### config.mk
export PLATFORM = sky130hd
export DESIGN_NAME = watch_time_core_flat
export DESIGN_NICKNAME = d
export VERILOG_FILES = /design/src/rtl/watch_pkg.sv /design/src/rtl/watch_time_core_if.sv /design/src/rtl/watch_tick_gen.sv /design/src/rtl/watch_time_core.sv /design/src/flat_wrapper.sv
export SDC_FILE = /design/constraint.sdc
export NUM_CORES = 1
export LEC_CHECK = 0
export ABC_CLOCK_PERIOD_IN_PS = 3400
export CAP_MARGIN = 20
export CORE_AREA = 5 5 92 94
export CTS_CLUSTER_SIZE = 28
export DETAILED_ROUTE_END_ITERATION = 7
export DIE_AREA = 0 0 97 99
export PLACE_DENSITY = 0.74
export SLEW_MARGIN = 25
export SYNTH_ARGS = -nofsm -noshare
export SYNTH_HDL_FRONTEND = slang
export SYNTH_SLANG_ARGS = --single-unit
export TNS_END_PERCENT = 100
### constraint.sdc
create_clock -name clk -period 3.4 [get_ports clk]
set_input_delay 0.51 -clock clk [delete_from_list [all_inputs] [get_ports clk]]
set_output_delay 0.51 -clock clk [all_outputs]
set_load 0.05 [all_outputs]
### src/rtl/watch_pkg.sv
// Shared constants, cursor encoding and modular step helper for the watch timekeeping path.
package watch_pkg;

  localparam logic [6:0] MSEC_MAX       = 7'd99;
  localparam logic [5:0] SEC_MAX        = 6'd59;
  localparam logic [5:0] MIN_MAX        = 6'd59;
  localparam logic [4:0] HOUR_MAX       = 5'd23;
  localparam logic [5:0] BLINK_MAX      = 6'd39;
  localparam logic [5:0] BLINK_ON_LIMIT = 6'd20;

  typedef enum logic [1:0] {
    CUR_MIN_1   = 2'd0,
    CUR_MIN_10  = 2'd1,
    CUR_HOUR_1  = 2'd2,
    CUR_HOUR_10 = 2'd3
  } cursor_e;

  // Adds or subtracts step modulo `modulus`; a decrement becomes an add of (modulus-step) so nothing underflows.
  function automatic logic [6:0] step_wrap(input logic [6:0] val, input logic [6:0] step,
                                           input logic up, input logic [6:0] modulus);
    logic [6:0] sum;
    sum = val + (up ? step : (modulus - step));
    if (sum >= modulus) sum = sum - modulus;
    return sum;
  endfunction

endpackage

### src/rtl/watch_time_core_if.sv
// Button/mode inputs and time/blink/cursor outputs of the watch time core.
interface watch_time_core_if;
  logic       sw_mode_2;
  logic       btn_up;
  logic       btn_down;
  logic       btn_left;
  logic       btn_right;
  logic [6:0] msec;
  logic [5:0] sec;
  logic [5:0] min;
  logic [4:0] hour;
  logic [5:0] tick_cnt;
  logic [1:0] i_num;

  modport master (
    output sw_mode_2, btn_up, btn_down, btn_left, btn_right,
    input  msec, sec, min, hour, tick_cnt, i_num
  );

  modport slave (
    input  sw_mode_2, btn_up, btn_down, btn_left, btn_right,
    output msec, sec, min, hour, tick_cnt, i_num
  );
endinterface

### src/rtl/watch_tick_gen.sv
// Free-running TICK_DIV prescaler producing a one-cycle tick; clr_i restarts the count from 0.
module watch_tick_gen #(
  parameter int TICK_DIV = 1_000_000
) (
  input  logic clk,
  input  logic reset,
  input  logic clr_i,
  output logic tick_o
);
  localparam int CW = $clog2(TICK_DIV);
  localparam logic [CW-1:0] LAST = CW'(TICK_DIV - 1);

  logic [CW-1:0] cnt_q, cnt_d;

  assign tick_o = (cnt_q == LAST);

  always_comb begin
    cnt_d = cnt_q + CW'(1);
    if (clr_i || tick_o) cnt_d = '0;
  end

  always_ff @(posedge clk) begin
    if (reset) cnt_q <= '0;
    else       cnt_q <= cnt_d;
  end
endmodule

### src/rtl/watch_time_core.sv
// Watch timekeeping and edit datapath: runs msec..hour, blink phase and edit cursor.
// Define WATCH_SEC_ZERO_EN to zero sec/msec whenever an edit step is applied.
module watch_time_core
  import watch_pkg::*;
#(
  parameter int TICK_DIV  = 1_000_000,
  parameter int INIT_HOUR = 12
) (
  input logic              clk,
  input logic              reset,
  watch_time_core_if.slave bus
);
`ifdef WATCH_SEC_ZERO_EN
  localparam bit SEC_ZERO = 1'b1;
`else
  localparam bit SEC_ZERO = 1'b0;
`endif

  logic       tick;
  logic       sw_q;
  logic [6:0] msec_q, msec_d;
  logic [5:0] sec_q, sec_d;
  logic [5:0] min_q, min_d;
  logic [4:0] hour_q, hour_d;
  logic [5:0] tick_cnt_q, tick_cnt_d;
  logic [1:0] i_num_q, i_num_d;
  logic       rise, edit, any_btn, step_up, step_dn, do_step;

  assign edit    = bus.sw_mode_2;
  assign rise    = bus.sw_mode_2 & ~sw_q;
  assign any_btn = bus.btn_up | bus.btn_down | bus.btn_left | bus.btn_right;
  assign step_up = bus.btn_up & ~bus.btn_down;
  assign step_dn = bus.btn_down & ~bus.btn_up;
  assign do_step = edit & (step_up | step_dn);

  watch_tick_gen #(.TICK_DIV(TICK_DIV)) u_tick (
    .clk    (clk),
    .reset  (reset),
    .clr_i  (rise),
    .tick_o (tick)
  );

  always_comb begin
    msec_d     = msec_q;
    sec_d      = sec_q;
    min_d      = min_q;
    hour_d     = hour_q;
    tick_cnt_d = tick_cnt_q;
    i_num_d    = i_num_q;

    if (rise || (edit && any_btn)) tick_cnt_d = '0;
    else if (tick)                 tick_cnt_d = (tick_cnt_q == BLINK_MAX) ? 6'd0 : tick_cnt_q + 6'd1;

    if (!edit) begin
      // Full carry chain resolves in one tick, so 23:59:59.99 wraps straight to 00:00:00.00.
      if (tick) begin
        if (msec_q == MSEC_MAX) begin
          msec_d = '0;
          if (sec_q == SEC_MAX) begin
            sec_d = '0;
            if (min_q == MIN_MAX) begin
              min_d  = '0;
              hour_d = (hour_q == HOUR_MAX) ? 5'd0 : hour_q + 5'd1;
            end else begin
              min_d = min_q + 6'd1;
            end
          end else begin
            sec_d = sec_q + 6'd1;
          end
        end else begin
          msec_d = msec_q + 7'd1;
        end
      end
    end else begin
      if (rise) msec_d = '0;

      if (bus.btn_left && !bus.btn_right)      i_num_d = i_num_q + 2'd1;
      else if (bus.btn_right && !bus.btn_left) i_num_d = i_num_q - 2'd1;

      // The step always follows the cursor as it was before this cycle's move.
      if (do_step) begin
        case (cursor_e'(i_num_q))
          CUR_MIN_1:   min_d  = 6'(step_wrap(7'(min_q), 7'd1, step_up, 7'(MIN_MAX) + 7'd1));
          CUR_MIN_10:  min_d  = 6'(step_wrap(7'(min_q), 7'd10, step_up, 7'(MIN_MAX) + 7'd1));
          CUR_HOUR_1:  hour_d = 5'(step_wrap(7'(hour_q), 7'd1, step_up, 7'(HOUR_MAX) + 7'd1));
          CUR_HOUR_10: hour_d = 5'(step_wrap(7'(hour_q), 7'd10, step_up, 7'(HOUR_MAX) + 7'd1));
          default: ;
        endcase
        if (SEC_ZERO) begin
          sec_d  = '0;
          msec_d = '0;
        end
      end
    end
  end

  always_ff @(posedge clk) begin
    if (reset) begin
      sw_q       <= 1'b0;
      msec_q     <= '0;
      sec_q      <= '0;
      min_q      <= '0;
      hour_q     <= 5'(INIT_HOUR);
      tick_cnt_q <= '0;
      i_num_q    <= '0;
    end else begin
      sw_q       <= bus.sw_mode_2;
      msec_q     <= msec_d;
      sec_q      <= sec_d;
      min_q      <= min_d;
      hour_q     <= hour_d;
      tick_cnt_q <= tick_cnt_d;
      i_num_q    <= i_num_d;
    end
  end

  assign bus.msec     = msec_q;
  assign bus.sec      = sec_q;
  assign bus.min      = min_q;
  assign bus.hour     = hour_q;
  assign bus.tick_cnt = tick_cnt_q;
  assign bus.i_num    = i_num_q;
endmodule

### src/flat_wrapper.sv
// flat-port wrapper written by rule: the top's interface ports become plain ports
module watch_time_core_flat import watch_pkg::*;
#(
  parameter int TICK_DIV  = 1_000_000,
  parameter int INIT_HOUR = 12
)
  (clk, reset, bus_sw_mode_2, bus_btn_up, bus_btn_down, bus_btn_left, bus_btn_right, bus_msec, bus_sec, bus_min, bus_hour, bus_tick_cnt, bus_i_num);
  watch_time_core_if bus_i ();
  input logic clk;
  input logic reset;
  input wire logic [$bits(bus_i.sw_mode_2)-1:0] bus_sw_mode_2;
  input wire logic [$bits(bus_i.btn_up)-1:0] bus_btn_up;
  input wire logic [$bits(bus_i.btn_down)-1:0] bus_btn_down;
  input wire logic [$bits(bus_i.btn_left)-1:0] bus_btn_left;
  input wire logic [$bits(bus_i.btn_right)-1:0] bus_btn_right;
  output wire logic [$bits(bus_i.msec)-1:0] bus_msec;
  output wire logic [$bits(bus_i.sec)-1:0] bus_sec;
  output wire logic [$bits(bus_i.min)-1:0] bus_min;
  output wire logic [$bits(bus_i.hour)-1:0] bus_hour;
  output wire logic [$bits(bus_i.tick_cnt)-1:0] bus_tick_cnt;
  output wire logic [$bits(bus_i.i_num)-1:0] bus_i_num;
  assign bus_i.sw_mode_2 = bus_sw_mode_2;
  assign bus_i.btn_up = bus_btn_up;
  assign bus_i.btn_down = bus_btn_down;
  assign bus_i.btn_left = bus_btn_left;
  assign bus_i.btn_right = bus_btn_right;
  assign bus_msec = bus_i.msec;
  assign bus_sec = bus_i.sec;
  assign bus_min = bus_i.min;
  assign bus_hour = bus_i.hour;
  assign bus_tick_cnt = bus_i.tick_cnt;
  assign bus_i_num = bus_i.i_num;
  watch_time_core #(.TICK_DIV(TICK_DIV), .INIT_HOUR(INIT_HOUR)) u_core (.clk(clk), .reset(reset), .bus(bus_i));
endmodule
==> results.cfg <==
[clock_network]
tritoncts.num_buffers = 5
postCtsHoldBufs = 0
h_tree_lvl_count = 2
clkSinkCount = 53
cts.root.buffer_cell = sky130_fd_sc_hd__clkbuf_8
cts_max_path_buffers = 2
clock_slew_at_the_register_clock_pins_of_the_worst_setup_and_hold_paths_ns = 0.10
cts_tree = done
worst_skew_late_latency_ns = 0.32

[placed_design]
preCtsSetupSlack_ns = -0.273
globalplace.congestion = 0.924
place_hpwl_mm = 7.34
dpl.cell_count = 632
number_of_input_and_output_port_buffers_inserted = 38

[floorplan]
die_area_um2 = 9600
core.rowCount = 32
floorplan.initialDensity_pct = 50.2
fp.dieW_um = 97
die_height_um = 99
top_level_ports = 39
fp.coreArea_um2 = 7570

[finish]
final_core_utilization_pct = 61.3
layout_cells_excl_fill = 641
areaGrowthSynthToFinish_pct = 22.0
insertedDiodeCount = 0
final_layout_size_suffix_gt1_share_pct = 11.9
final_nets = 579

[flow_run]
drv.max_cap_violation_count = 0

[timing]
min_tclk_post_route_ns = 3.21
timing_worst_slew_pin_value_ns = 0.711
unrepaired_setup_endpoints_after_global_routing = no
clock-skew-final_ns = 0.0171
setup_viol = 0
slew-limit-headroom_pct = 52.2
timing.final.crit_share_pct = 94.5
post-route-worst-setup-slack_ns = 0.187
finalHoldViolations = 0
slew_violations = 0
max_freq_ghz = 0.311

[power_and_ir_drop]
switching_power_uw = 464
power.ir.vdd_worst_mv = 0.204
fin_total_pwr_uw = 1420
p_seq_share_pct = 46.0
p_leak_uw = 0.00181
switching_share_pct = 32.8
pwr-share-clk_pct = 25.9
internal-power_uw = 952
power_frac_comb_pct = 28.2
p_per_area_nw_per_um2 = 306

[drt]
detailroute.via_count = 3683
detail_route.iter0.violations = 211
drc = 0
wl_per_cell_um = 15.2
drt_pass1_iterations = 4
postRouteAntennaNets = 0
routed_wirelength_mm = 9.71
routed_via_density = 5.75

[yosys]
dominant_synthesized_flop_cell = sky130_fd_sc_hd__dfxtp_1
synth_fp_nets = 510
netlist.top_cell.by_area = sky130_fd_sc_hd__dfxtp_1
syn_avg_cell_area_um2 = 8.10
post_synth_instance_area_um2 = 3800
async_flop_share_pct = 0
netlist_instances = 469
yosysWarnings = 0
synth_top_area_share_pct = 27.9
yosysSeqAreaShare_pct = 27.9
ys_types = 68
synth_edf_count = 0
synth.top_cells.by_area = sky130_fd_sc_hd__dfxtp_1 28%, sky130_fd_sc_hd__ha_1 10%, sky130_fd_sc_hd__nor2_1 6.7%, sky130_fd_sc_hd__xor2_1 6.2%, sky130_fd_sc_hd__xnor2_1 4.4%
synth.ff_latch_count = 53

[worst_setup_path]
timing_worst_setup_path_type = in2reg
critPathMaxFanout = 4
end_kind = flop
critical_path_required_ns = 3.64
timing.critical_path.from_type = input port
critical_path_arrival_ns = 3.45

[global_route]
grt_remaining_overflow = 0
grt_antenna_before_repair = 0
gr-usage-all-layers_pct = 19.5
pin_count_of_the_biggest_net_entering_global_routing = 24
grt_pass1_wl_mm = 16.0
first_global_vias = 3632

[worst_hold_path]
min_path_type = reg2reg

[outcome]
run_status = complete, no violations
==> state kept, by name, indices dropped and copies added, names as in the netlist <==
register	count
u_core.sw_q	1
u_core.bus.i_num	2
u_core.bus.hour	5
u_core.bus.tick_cnt	6
u_core.bus.min	6
u_core.bus.sec	6
u_core.bus.msec	7
u_core.u_tick.cnt_q	20
==> logic make-up (layout without fill, tap and decap cells) <==
group	count (synthesis)	in the layout	share of synthesized area [%]
buf+inv	35	105	3.62
simple gates	196	196	26.4
flops	53	53	27.9
compound gates	98	98	17.8
mux	7	7	1.84
xor+xnor	46	46	10.6
fa+ha+maj	34	34	11.8
==> Yosys cell counts (all sizes together) (6+ instances only) <==
library cell and number:
a311oi 6, clkbuf 11, dfxtp 53, xor2 27
nor3 11, nor2 70, nand2b 7, a21oi 26
xnor2 19, mux2i 7, a31oi 7, nand3 13
inv 20, nand2 35, and3 14, o21ai 18
nand4 11, ha 31
==> what timing repair did <==
action,CTS,global route
setup buffers,0,1
gates resized for setup,0,6
endpoints found under the setup margin,0,2
==> final timing paths <==
kind	startpoint	to	slack [ns]	cells after the start
setup / recovery	bus_btn_down	u_core.bus.hour[4]$_SDFFE_PP0P_	0.19	14
hold / removal	u_core.u_tick.cnt_q[0]$_SDFF_PP0_	u_core.u_tick.cnt_q[0]$_SDFF_PP0_	0.46	1
setup reg to reg	u_core.bus.hour[1]$_SDFFE_PP0P_	u_core.bus.hour[4]$_SDFFE_PP0P_	0.49	11
hold reg to reg	u_core.u_tick.cnt_q[0]$_SDFF_PP0_	u_core.u_tick.cnt_q[0]$_SDFF_PP0_	0.46	1
==> power by group through the flow <==
stage | Combinational (uW) | Sequential, uW | Clock (uW)
2_1_floorplan | 223 | 691 | 0
3_3_place_gp | 378 | 665 | 0
3_5_place_dp | 389 | 665 | 0
4_1_cts | 391 | 651 | 372
5_1_grt | 433 | 654 | 390
6_report | 399 | 651 | 366
==> per-stage QoR <==
| stage | hold WS [ns] | cell area, um2 | setup TNS (ns) |
|---|---|---|---|
| 6_report | 0.464 | 4640 | 0 |
| 5_1_grt | 0.499 | 4640 | 0 |
| 4_1_cts | 0.472 | 4610 | 0 |
| 3_5_place_dp | 0.450 | 4530 | -0.830 |
| 3_3_place_gp | 0.443 | 4530 | -0.419 |
| 2_1_floorplan | 0.430 | 3800 | 0 |
==> cell usage in the layout, fill, tap and decap left out, drive strengths merged, types with 19 or more instances in the layout <==
cell type / synthesis / layout
inv: 20 / 20
ha: 31 / 31
clkdlybuf4s50: 0 / 38
nor2: 70 / 70
nand2: 35 / 35
a21oi: 26 / 26
buf: 3 / 38
dfxtp: 53 / 53
xor2: 27 / 27
xnor2: 19 / 19
==> routing by layer <==
layer / wire (um) / track usage, % / part of all wire, % / vias to the layer above
li1: - / - / - / 1826
met1: 4440 / 24.6 / 46 / 1751
met2: 4680 / 34.0 / 48 / 88
met3: 373 / 2.34 / 3.8 / 18
met4: 218 / 7.88 / 2.2 / 0
met5: 0 / 0 / 0 / -
==> area by class of cell <==
class,instances,area (um2)
inverters,21,78.8
clock inverters,3,17.5
repair buffers,76,666
well taps,102,128
clock buffers,5,68.8
fillers,652,2930
flip-flops and latches,53,1060
multi-input cells,381,2620
==> worst max-delay path: stages <==
cell and delay [ns]:
sky130_fd_sc_hd__clkdlybuf4s50_1 0.45, sky130_fd_sc_hd__inv_1 0.05, sky130_fd_sc_hd__ha_2 0.19, sky130_fd_sc_hd__buf_4 0.15, sky130_fd_sc_hd__fa_2 0.37, sky130_fd_sc_hd__nor2b_4 0.15
sky130_fd_sc_hd__o21a_4 0.15, sky130_fd_sc_hd__xnor2_1 0.14, sky130_fd_sc_hd__ha_2 0.23, sky130_fd_sc_hd__buf_4 0.12, sky130_fd_sc_hd__o21ai_0 0.07, sky130_fd_sc_hd__o41a_1 0.12
sky130_fd_sc_hd__or4_1 0.48, sky130_fd_sc_hd__a311oi_2 0.27
Note: power is estimated with default switching activity, not from simulation.
